==> config.mk <==
export PLATFORM = sky130hd
export DESIGN_NAME = particle_feeder
export DESIGN_NICKNAME = d
export VERILOG_FILES = /design/src/rtl/particle_feeder_pkg.sv /design/src/rtl/particle_feeder_valid_delay.sv /design/src/rtl/particle_feeder.sv
export SDC_FILE = /design/constraint.sdc
export NUM_CORES = 1
export LEC_CHECK = 0
export ABC_AREA = 0
export CAP_MARGIN = 30
export CORE_ASPECT_RATIO = 1.25
export CORE_UTILIZATION = 45
export DETAILED_ROUTE_END_ITERATION = 7
export GPL_TIMING_DRIVEN = 0
export PLACE_DENSITY = 0.85
export SLEW_MARGIN = 20
export SYNTH_ARGS = -nofsm -noshare
export SYNTH_HDL_FRONTEND = slang
export SYNTH_HIERARCHICAL = 1
export SYNTH_SLANG_ARGS = --single-unit
==> constraint.sdc <==
create_clock -name clk -period 5 [get_ports clk]
set_input_delay 0.5 -clock clk [delete_from_list [all_inputs] [get_ports clk]]
set_output_delay 0.5 -clock clk [all_outputs]
set_load 0.03 [all_outputs]
==> src/rtl/particle_feeder_pkg.sv <==
// Shared particle-pipeline types: particle word layout, feeder FSM encoding and
// the drain interval the scatterer needs to retire its last particle.
package defs;

    typedef struct packed {
        logic [15:0] pos;
        logic [15:0] vel;
        logic [15:0] wgt;
    } particle_t;

    localparam int PSIZE = $bits(particle_t);

    typedef enum logic [1:0] {IDLE, STREAM, DRAIN, DONE} feed_state_t;

    // Scatterer pipeline depth plus accumulator/BRAM write-back.
    localparam int FEED_DRAIN_DEFAULT = 32;

endpackage

==> src/rtl/particle_feeder_valid_delay.sv <==
// DEPTH-stage valid shift register; tracks issued reads through the memory latency.
module valid_delay #(
    parameter int DEPTH = 2
) (
    input  logic clk,
    input  logic rst,
    input  logic din,
    output logic dout
);

    logic [DEPTH-1:0] sr_q, sr_d;

    always_comb begin
        sr_d    = sr_q;
        sr_d[0] = din;
        for (int i = 1; i < DEPTH; i++) begin
            sr_d[i] = sr_q[i-1];
        end
    end

    always_ff @(posedge clk or posedge rst) begin
        if (rst) sr_q <= '0;
        else     sr_q <= sr_d;
    end

    assign dout = sr_q[DEPTH-1];

endmodule

==> src/rtl/particle_feeder.sv <==
// Streams particles from particle memory to the scatterer, then holds off `done`
// until the scatterer has had time to retire the last particle.
module particle_feeder
    import defs::*;
#(
    parameter int NPART_W      = 16,
    parameter int RD_LAT       = 2,
    parameter int ISSUE_GAP    = 1,
    parameter int DRAIN_CYCLES = FEED_DRAIN_DEFAULT
) (
    input  logic               clk,
    input  logic               rst,
    input  logic               start,
    input  logic [NPART_W-1:0] num_particles,
    input  logic               pause,
    output logic               mem_ren,
    output logic [NPART_W-1:0] mem_raddr,
    input  logic [PSIZE-1:0]   mem_rdata,
    output logic               valid_scatter,
    output particle_t          particle_out,
    output logic               busy,
    output logic               done
);

    // Drain counter reaches zero exactly RD_LAT+1+DRAIN_CYCLES cycles after the last issue.
    localparam int DRAIN_LOAD = RD_LAT + DRAIN_CYCLES;
    localparam int DW         = $clog2(DRAIN_LOAD + 1);
    localparam int GW         = (ISSUE_GAP > 1) ? $clog2(ISSUE_GAP) : 1;

    feed_state_t        state_q, state_d;
    logic [NPART_W-1:0] count_q, count_d;
    logic [NPART_W-1:0] addr_q, addr_d;
    logic [GW-1:0]      gap_q, gap_d;
    logic [DW-1:0]      drain_q, drain_d;
    logic               valid_scatter_q, valid_scatter_d;
    particle_t          particle_out_q, particle_out_d;
    logic               issue;
    logic               rd_vld;

    valid_delay #(.DEPTH(RD_LAT)) u_rd_vld (
        .clk  (clk),
        .rst  (rst),
        .din  (issue),
        .dout (rd_vld)
    );

    always_comb begin
        state_d         = state_q;
        count_d         = count_q;
        addr_d          = addr_q;
        gap_d           = gap_q;
        drain_d         = drain_q;
        issue           = 1'b0;
        valid_scatter_d = rd_vld;
        particle_out_d  = rd_vld ? particle_t'(mem_rdata) : particle_out_q;

        if (gap_q != '0) gap_d = gap_q - GW'(1);

        unique case (state_q)
            IDLE, DONE: begin
                if (start) begin
                    count_d = num_particles;
                    addr_d  = '0;
                    gap_d   = '0;
                    state_d = (num_particles == '0) ? DONE : STREAM;
                end
            end
            STREAM: begin
                if (!pause && gap_q == '0) begin
                    issue  = 1'b1;
                    addr_d = addr_q + NPART_W'(1);
                    gap_d  = GW'(ISSUE_GAP - 1);
                    // Compare against count-1 so a full 2^NPART_W-1 pass never wraps.
                    if (addr_q == count_q - NPART_W'(1)) begin
                        state_d = DRAIN;
                        drain_d = DW'(DRAIN_LOAD);
                    end
                end
            end
            DRAIN: begin
                drain_d = drain_q - DW'(1);
                if (drain_q == DW'(1)) state_d = DONE;
            end
            default: state_d = IDLE;
        endcase
    end

    always_ff @(posedge clk or posedge rst) begin
        if (rst) begin
            state_q         <= IDLE;
            count_q         <= '0;
            addr_q          <= '0;
            gap_q           <= '0;
            drain_q         <= '0;
            valid_scatter_q <= 1'b0;
            particle_out_q  <= '0;
        end else begin
            state_q         <= state_d;
            count_q         <= count_d;
            addr_q          <= addr_d;
            gap_q           <= gap_d;
            drain_q         <= drain_d;
            valid_scatter_q <= valid_scatter_d;
            particle_out_q  <= particle_out_d;
        end
    end

    assign mem_ren       = issue;
    assign mem_raddr     = issue ? addr_q : '0;
    assign valid_scatter = valid_scatter_q;
    assign particle_out  = particle_out_q;
    assign busy          = (state_q == STREAM) || (state_q == DRAIN);
    assign done          = (state_q == DONE);

endmodule

==> flow_summary.ini, run 1 <==
[floorplan]
site_row_count = 41
io-pin-count = 136
die_h_um = 115.9
initial_standard_cell_utilization_of_the_core = 0.4618
fp.dieW_um = 93.09
core-area_sq_um = 10110
die_area_sq_um = 10780

[layout]
drive_gt1_frac = 0.1696
syn_to_final_growth_pct = 39.38
fin_nets = 643
antenna_cells = 0
fillCellCount = 771
layout.cell_area.non_filler_sq_um = 6505

[worst_setup_path]
worst_r2r_startpoint = count_q[0]
worst_setup_path_start_kind = register
timing.critical_path.fanout_max = 11
cp_data_arrival_time_ns = 3.20
ff2ff_setup_slack_ns = 1.85
worst_setup_path_category = register to output port
r2r_end = drain_q[5]
reg2regPathDepth = 11
critPathCaptureType = output port
data_required_time_at_the_worst_endpoint_ns = 4.50

[timing]
fmax_mhz = 270.4
layout_worst_path_cycle_share = 0.7396
finalSetupViolCount = 0
finalWorstSetupSlack_ns = 1.302
finalSetupTns_ns = 0
timing_max_transition_violations_final = 0
timing.final.crit_period_ns = 3.698
rsz0062_at_grt = no
final_report_hold_violation_count = 0
whs_ns = 0.3660
worst_slew_margin_rel = 0.5536
finClkSkew_ns = 0.005839
slew_of_the_pin_with_the_lowest_slew_margin_ns = 0.6678

[placement]
dpl_cell_area_sq_um = 6192
hpwl_um = 9300
port-buffer-count = 134
pre_cts_ws_ns = 1.633
routabilityCongestion = 0.8603

[clock_tree]
clock_tree_from_tritoncts = built
cts_root_buf = sky130_fd_sc_hd__clkbuf_16
clock_edge_transition_at_the_registers_on_the_reported_setup_and_hold_paths_ns = 0.07
number_of_gates_given_a_new_drive_strength_after_cts = 0
hold_bufs_at_cts = 0
clock_latency_ns = 0.34
cts_made_buffers = 9
clk_path_buf_depth = 2
clock_sink_count = 91
postCtsSetupRepairBufs = 0
cts_htree_levels = 3

[power]
power_leakage_nw = 2.773
comb_power_share = 0.228
internal_power_of_the_cells_w = 0.001417
switching_share = 0.2963
clkPwrFrac = 0.346
pwr_density_cell_nw_per_um2 = 309.5
worst_ir_drop_vdd_mv = 0.2544
total_power_w = 0.002013
power.share.sequential = 0.426
net-switching-power_w = 0.0005966

[detailed_routing]
routed_wire_length_per_instance_um = 17.46
vias = 3848
drt_antenna_net_count = 0
vias_per_cell = 5.489
first_pass_detailed_route_iteration_total = 5
finalWirelength_um = 12240
drt_drc_violations_left = 0
drtIter0Drc = 197

[synthesis]
syn_nets = 497
syn_area_sq_um = 4667
syn-instance-count = 421
synth_cell_types = 59
dominantRegCellSynth = sky130_fd_sc_hd__dfrtp_1
synth_area_per_cell_sq_um = 11.09
synth-warning-count = 6
synth_seq_cells = 91
async_reset_ff_frac = 1.000
synth-edff-count = 0
synth.yosys.seq_area_share = 0.4879

[worst_hold_path]
hp-class = register to register
hold-path-cell-count = 0
timing.hold.worst.start = u_rd_vld/sr_q[0]
min_delay_worst_endpoint = u_rd_vld/sr_q[1]

[flow_run]
drv.max_cap_violation_count = 0

[outcome]
run_status = finished, final reports clean

[global_route]
overflow = 0
first_global_vias = 3830
global_route_wire_length_before_repair_um = 19130
grt_start_max_net_pins = 51
grt_usage = 0.2338
initial_antenna_violation_count = 0
## sequential cells by signal (all words and copies together) (netlist names)
| name | cells |
|---|---|
| particle_out | 48 |
| addr_q | 16 |
| count_q | 16 |
| drain_q | 6 |
| state_q | 2 |
| u_rd_vld/sr_q | 2 |
| valid_scatter | 1 |
## synthesized netlist by cell type, types with 2 or more instances
cell                       number  share of area
sky130_fd_sc_hd__nand4_1        6         0.0080
sky130_fd_sc_hd__nand3b_1       3         0.0048
sky130_fd_sc_hd__o21ai_1        2         0.0021
sky130_fd_sc_hd__nor2b_1        2         0.0027
sky130_fd_sc_hd__o31a_1         2         0.0038
sky130_fd_sc_hd__nor2_1        24          0.019
sky130_fd_sc_hd__a31oi_1        3         0.0040
sky130_fd_sc_hd__nor4_1         8          0.011
sky130_fd_sc_hd__nor3_1         9         0.0097
sky130_fd_sc_hd__nand4b_1       3         0.0056
sky130_fd_sc_hd__mux2i_1        4         0.0086
sky130_fd_sc_hd__a21oi_1       12          0.013
sky130_fd_sc_hd__and3_1         6         0.0080
sky130_fd_sc_hd__o211ai_1       3         0.0048
sky130_fd_sc_hd__xnor2_1       11          0.021
sky130_fd_sc_hd__buf_1          2         0.0016
sky130_fd_sc_hd__a31o_2         2         0.0038
sky130_fd_sc_hd__and2_1        14          0.019
sky130_fd_sc_hd__dfrtp_1       91           0.49
sky130_fd_sc_hd__or3_1          6         0.0080
sky130_fd_sc_hd__or2_2          2         0.0027
sky130_fd_sc_hd__mux2_2        65           0.16
sky130_fd_sc_hd__nand2b_1       6         0.0080
sky130_fd_sc_hd__xor2_1        16          0.030
sky130_fd_sc_hd__ha_1           8          0.021
sky130_fd_sc_hd__inv_1         17          0.014
sky130_fd_sc_hd__nand3_1        8         0.0086
sky130_fd_sc_hd__nand2_1       25          0.020
sky130_fd_sc_hd__o21ai_0       15          0.016
sky130_fd_sc_hd__clkbuf_1      17          0.014
## through the flow
stage	util	instances
after floorplan	-	421
after global placement	0.6105	684
after detailed placement	0.6127	685
after CTS	0.6437	701
after global routing	0.6437	701
final	0.6437	701
## routing by layer
layer  up-vias  global-route usage  routed length, um
met1      1866              0.2727               4854
met3        24             0.04462                965
li1       1794                   -                  -
met5         -                   0                  0
met2       164              0.4127               6146
met4         0              0.1128                276
## power by group through the flow
| stage | clock, W | combinational, W | sequential [W] |
|---|---|---|---|
| 2_1_floorplan | 0 | 0.000183 | 0.000934 |
| 3_3_place_gp | 0 | 0.000445 | 0.000867 |
| 3_5_place_dp | 0 | 0.000458 | 0.000872 |
| 4_1_cts | 0.000712 | 0.000461 | 0.000858 |
| 5_1_grt | 0.000740 | 0.000491 | 0.000867 |
| 6_report | 0.000697 | 0.000458 | 0.000858 |
## worst max path at each step
stage / from / end / slack (ns) / cells past startpoint
3_5_place_dp: state_q[1] / mem_raddr[6] / 1.63 / 8
3_3_place_gp: rst / particle_out[4] / 0.92 / 2
6_report: state_q[1] / mem_raddr[7] / 1.30 / 8
2_1_floorplan: rst / addr_q[0] / 2.19 / 1
5_1_grt: state_q[1] / mem_raddr[7] / 1.04 / 8
4_1_cts: state_q[1] / mem_raddr[7] / 1.23 / 8
## cell usage in the layout, fill, tap and decap left out, types with 3 or more instances in the layout
cell,count
sky130_fd_sc_hd__nor4_1,8
sky130_fd_sc_hd__nand4b_1,3
sky130_fd_sc_hd__nand3b_1,3
sky130_fd_sc_hd__nand2b_1,6
sky130_fd_sc_hd__mux2i_1,4
sky130_fd_sc_hd__clkbuf_16,9
sky130_fd_sc_hd__xnor2_1,11
sky130_fd_sc_hd__clkdlybuf4s50_1,134
sky130_fd_sc_hd__clkbuf_1,17
sky130_fd_sc_hd__inv_1,16
sky130_fd_sc_hd__and3_1,6
sky130_fd_sc_hd__a31oi_1,3
sky130_fd_sc_hd__dfrtp_1,91
sky130_fd_sc_hd__nor3_1,9
sky130_fd_sc_hd__xor2_1,16
sky130_fd_sc_hd__o21ai_0,15
sky130_fd_sc_hd__nand4_1,6
sky130_fd_sc_hd__nor2_1,24
sky130_fd_sc_hd__a21oi_1,12
sky130_fd_sc_hd__o211ai_1,3
sky130_fd_sc_hd__and2_1,14
sky130_fd_sc_hd__nand3_1,8
sky130_fd_sc_hd__nand2_1,25
sky130_fd_sc_hd__or3_1,6
sky130_fd_sc_hd__ha_1,8
sky130_fd_sc_hd__mux2_2,65
## critical path, stage by stage (launching register included)
cell and delay, ns:
sky130_fd_sc_hd__dfrtp_1 0.41, sky130_fd_sc_hd__inv_1 0.09, sky130_fd_sc_hd__ha_1 0.14, sky130_fd_sc_hd__clkbuf_1 0.34, sky130_fd_sc_hd__inv_1 0.29, sky130_fd_sc_hd__nor2_1 0.38
sky130_fd_sc_hd__clkbuf_1 0.32, sky130_fd_sc_hd__and2_1 0.18, sky130_fd_sc_hd__clkdlybuf4s50_1 0.70
## cell type report
class	count	area, sq um	area share
well taps	129	161.4	0.02481
clock inverters	7	87.58	0.01346
repair buffers	135	1361	0.2093
clock buffers	9	225.2	0.03462
flip-flops and latches	91	2277	0.3501
multi-input cells	293	2247	0.3455
plain buffers	20	78.83	0.01212
inverters	17	66.31	0.01019
## kinds of logic (layout without fill, tap and decap cells)
| group | count (synthesis) | count (layout) | share of synthesized area |
|---|---|---|---|
| adder cells (fa/ha/maj) | 8 | 8 | 0.02145 |
| flip-flops | 91 | 91 | 0.4879 |
| buffers and inverters | 37 | 188 | 0.03056 |
| AO/OA/AOI/OAI | 56 | 56 | 0.08231 |
| multiplexers | 69 | 69 | 0.1654 |
| XOR/XNOR | 27 | 27 | 0.05067 |
| AND/OR/NAND/NOR | 133 | 133 | 0.1617 |
Note: power is estimated with default switching activity, not from simulation.
==> run 2: changes to the inputs <==
==> constraint.sdc (replaced) <==
create_clock -name clk -period 3.5 [get_ports clk]
set_input_delay 0.35 -clock clk [delete_from_list [all_inputs] [get_ports clk]]
set_output_delay 0.35 -clock clk [all_outputs]
set_load 0.03 [all_outputs]
==> run 2 against run 1 <==
  * Power grew 43%
  * Hold slack worse by 0.10 ns
  * Clock skew down 0.0010 ns
  * Routed wire length is 0.78% lower
  * Sequential share of layout area unchanged
==> flow_summary.ini, run 2 (synthesis results as in run 1) <==
[timing]
finalSetupTns_ns = 0
timing.final.crit_period_ns = 3.220
finClkSkew_ns = 0.004820
fmax_mhz = 310.6
finalWorstSetupSlack_ns = 0.2801
finalSetupViolCount = 0
final_report_hold_violation_count = 0
rsz0062_at_grt = no
worst_slew_margin_rel = 0.5624
layout_worst_path_cycle_share = 0.9200
timing_max_transition_violations_final = 0
slew_of_the_pin_with_the_lowest_slew_margin_ns = 0.6546
whs_ns = 0.2662

[clock_tree]
clock_latency_ns = 0.34
cts_made_buffers = 9
clock_sink_count = 91
clock_tree_from_tritoncts = built
clock_edge_transition_at_the_registers_on_the_reported_setup_and_hold_paths_ns = 0.07
postCtsSetupRepairBufs = 0
cts_root_buf = sky130_fd_sc_hd__clkbuf_16
cts_htree_levels = 3
clk_path_buf_depth = 2

[worst_setup_path]
data_required_time_at_the_worst_endpoint_ns = 3.15
ff2ff_setup_slack_ns = 0.37
r2r_end = drain_q[5]
critical_path.slowest_cell = sky130_fd_sc_hd__clkdlybuf4s50_1
cp_common_cell = sky130_fd_sc_hd__inv_1
cp_data_arrival_time_ns = 2.87
reg2regPathDepth = 11
beginning_of_the_critical_path = state_q[1]
worst_setup_path_start_kind = register
setup.worst_path.end = mem_raddr[7]
timing.critical_path.slowest_cell_delay_ns = 0.70
timing.critical_path.cells = inv_1, ha_1, inv_1, nor2_2, clkbuf_2, and2_1, clkdlybuf4s50_1
worst_setup_path_category = register to output port
critPathCaptureType = output port
timing.critical_path.fanout_max = 11
worst_r2r_startpoint = count_q[0]

[worst_hold_path]
hp-class = input port to async pin

[global_route]
grt_usage = 0.2338
global_route_wire_length_before_repair_um = 19130
grt_start_max_net_pins = 51
first_global_vias = 3825
overflow = 0
initial_antenna_violation_count = 0

[detailed_routing]
routed_wire_length_per_instance_um = 17.35
vias_per_cell = 5.480
vias = 3836
first_pass_detailed_route_iteration_total = 4
drtIter0Drc = 231
finalWirelength_um = 12150
drt_antenna_net_count = 0
drt_drc_violations_left = 0

[floorplan]
die_area_sq_um = 10780
die_h_um = 115.9
site_row_count = 41
initial_standard_cell_utilization_of_the_core = 0.4618
fp.dieW_um = 93.09
io-pin-count = 136
core-area_sq_um = 10110

[placement]
port-buffer-count = 134
routabilityCongestion = 0.8603
hpwl_um = 9300
numPlacedInstances = 685
dpl_cell_area_sq_um = 6192
pre_cts_ws_ns = 0.2834

[layout]
drive_gt1_frac = 0.1734
register_area_sq_um = 2277
layout_commonest_cell = sky130_fd_sc_hd__clkdlybuf4s50_1
mostFrequentLayoutCells = sky130_fd_sc_hd__clkdlybuf4s50_1 (134), sky130_fd_sc_hd__dfrtp_1 (91), sky130_fd_sc_hd__mux2_2 (65)
largest_reg_flops = 48
finish.cell_count_without_fillers = 700
fin_nets = 642
fillCellCount = 771
layout.cell_area.non_filler_sq_um = 6505
antenna_cells = 0
syn_to_final_growth_pct = 39.38
combined_area_of_the_multi_input_logic_cells_sq_um = 2250

[power]
pwr_density_cell_nw_per_um2 = 442.0
worst_ir_drop_vdd_mv = 0.3622
power_leakage_nw = 2.775

[outcome]
run_status = finished, final reports clean

[flow_run]
drv.max_cap_violation_count = 0
==> run 2: changes by cell type in the layout (fill, tap and decap cells not counted), sizes merged <==
cell    delta
clkbuf     -1
==> run 2: how the worst min path moves through the flow <==
stage / startpoint / to / cells past startpoint
after floorplan: rst / u_rd_vld/sr_q[0] / 1
after CTS: rst / u_rd_vld/sr_q[1] / 2
after global routing: rst / u_rd_vld/sr_q[1] / 2
after global placement: u_rd_vld/sr_q[0] / u_rd_vld/sr_q[1] / 0
after detailed placement: u_rd_vld/sr_q[0] / u_rd_vld/sr_q[1] / 0
final: rst / u_rd_vld/sr_q[1] / 2
==> run 2: worst max-delay path, delay by kind of cell, from the launching register on <==
kind          cells  cell delay [ns]
buf+inv           4             1.31
simple gates      2             0.44
flops             1             0.41
fa+ha+maj         1             0.37
==> run 2: cell type report <==
cell class              instances  share of cell area
plain buffers                  19             0.01173
clock buffers                   9             0.03462
clock inverters                 7             0.01346
inverters                      17             0.01019
multi-input cells             293              0.3458
flip-flops and latches         91              0.3501
well taps                     129             0.02481
repair buffers                135              0.2093
==> run 2: repair_timing <==
item,4_1_cts,5_1_grt
hold buffers,0,0
resized for setup,1,2
pin swaps,0,0
endpoints found under the hold margin,0,0
setup endpoints to repair,9,6
==> run 2: power by group <==
group / total (W) / switching (W) / leakage (nW) / internal [W]
sequential: 0.00123 / 0.0000864 / 1.12 / 0.00114
combinational: 0.000654 / 0.000337 / 1.50 / 0.000317
clock: 0.000994 / 0.000428 / 0.151 / 0.000567
total: 0.00288 / 0.000851 / 2.77 / 0.00202
==> run 2: per-layer routing <==
layer  vias to the layer above  global-route usage  wire, um
li1                       1793                   -         -
met5                         -                   0         0
met1                      1840              0.2731      4821
met3                        19             0.04462       917
met4                         0              0.1128       271
met2                       184              0.4123      6136
==> run 2: through the flow <==
step | utilization | total power (W)
CTS | 0.6436 | 0.002902
global placement | 0.6105 | 0.001874
floorplan | - | 0.001595
detailed placement | 0.6127 | 0.001899
finish | 0.6437 | 0.002875
global route | 0.6437 | 0.002998
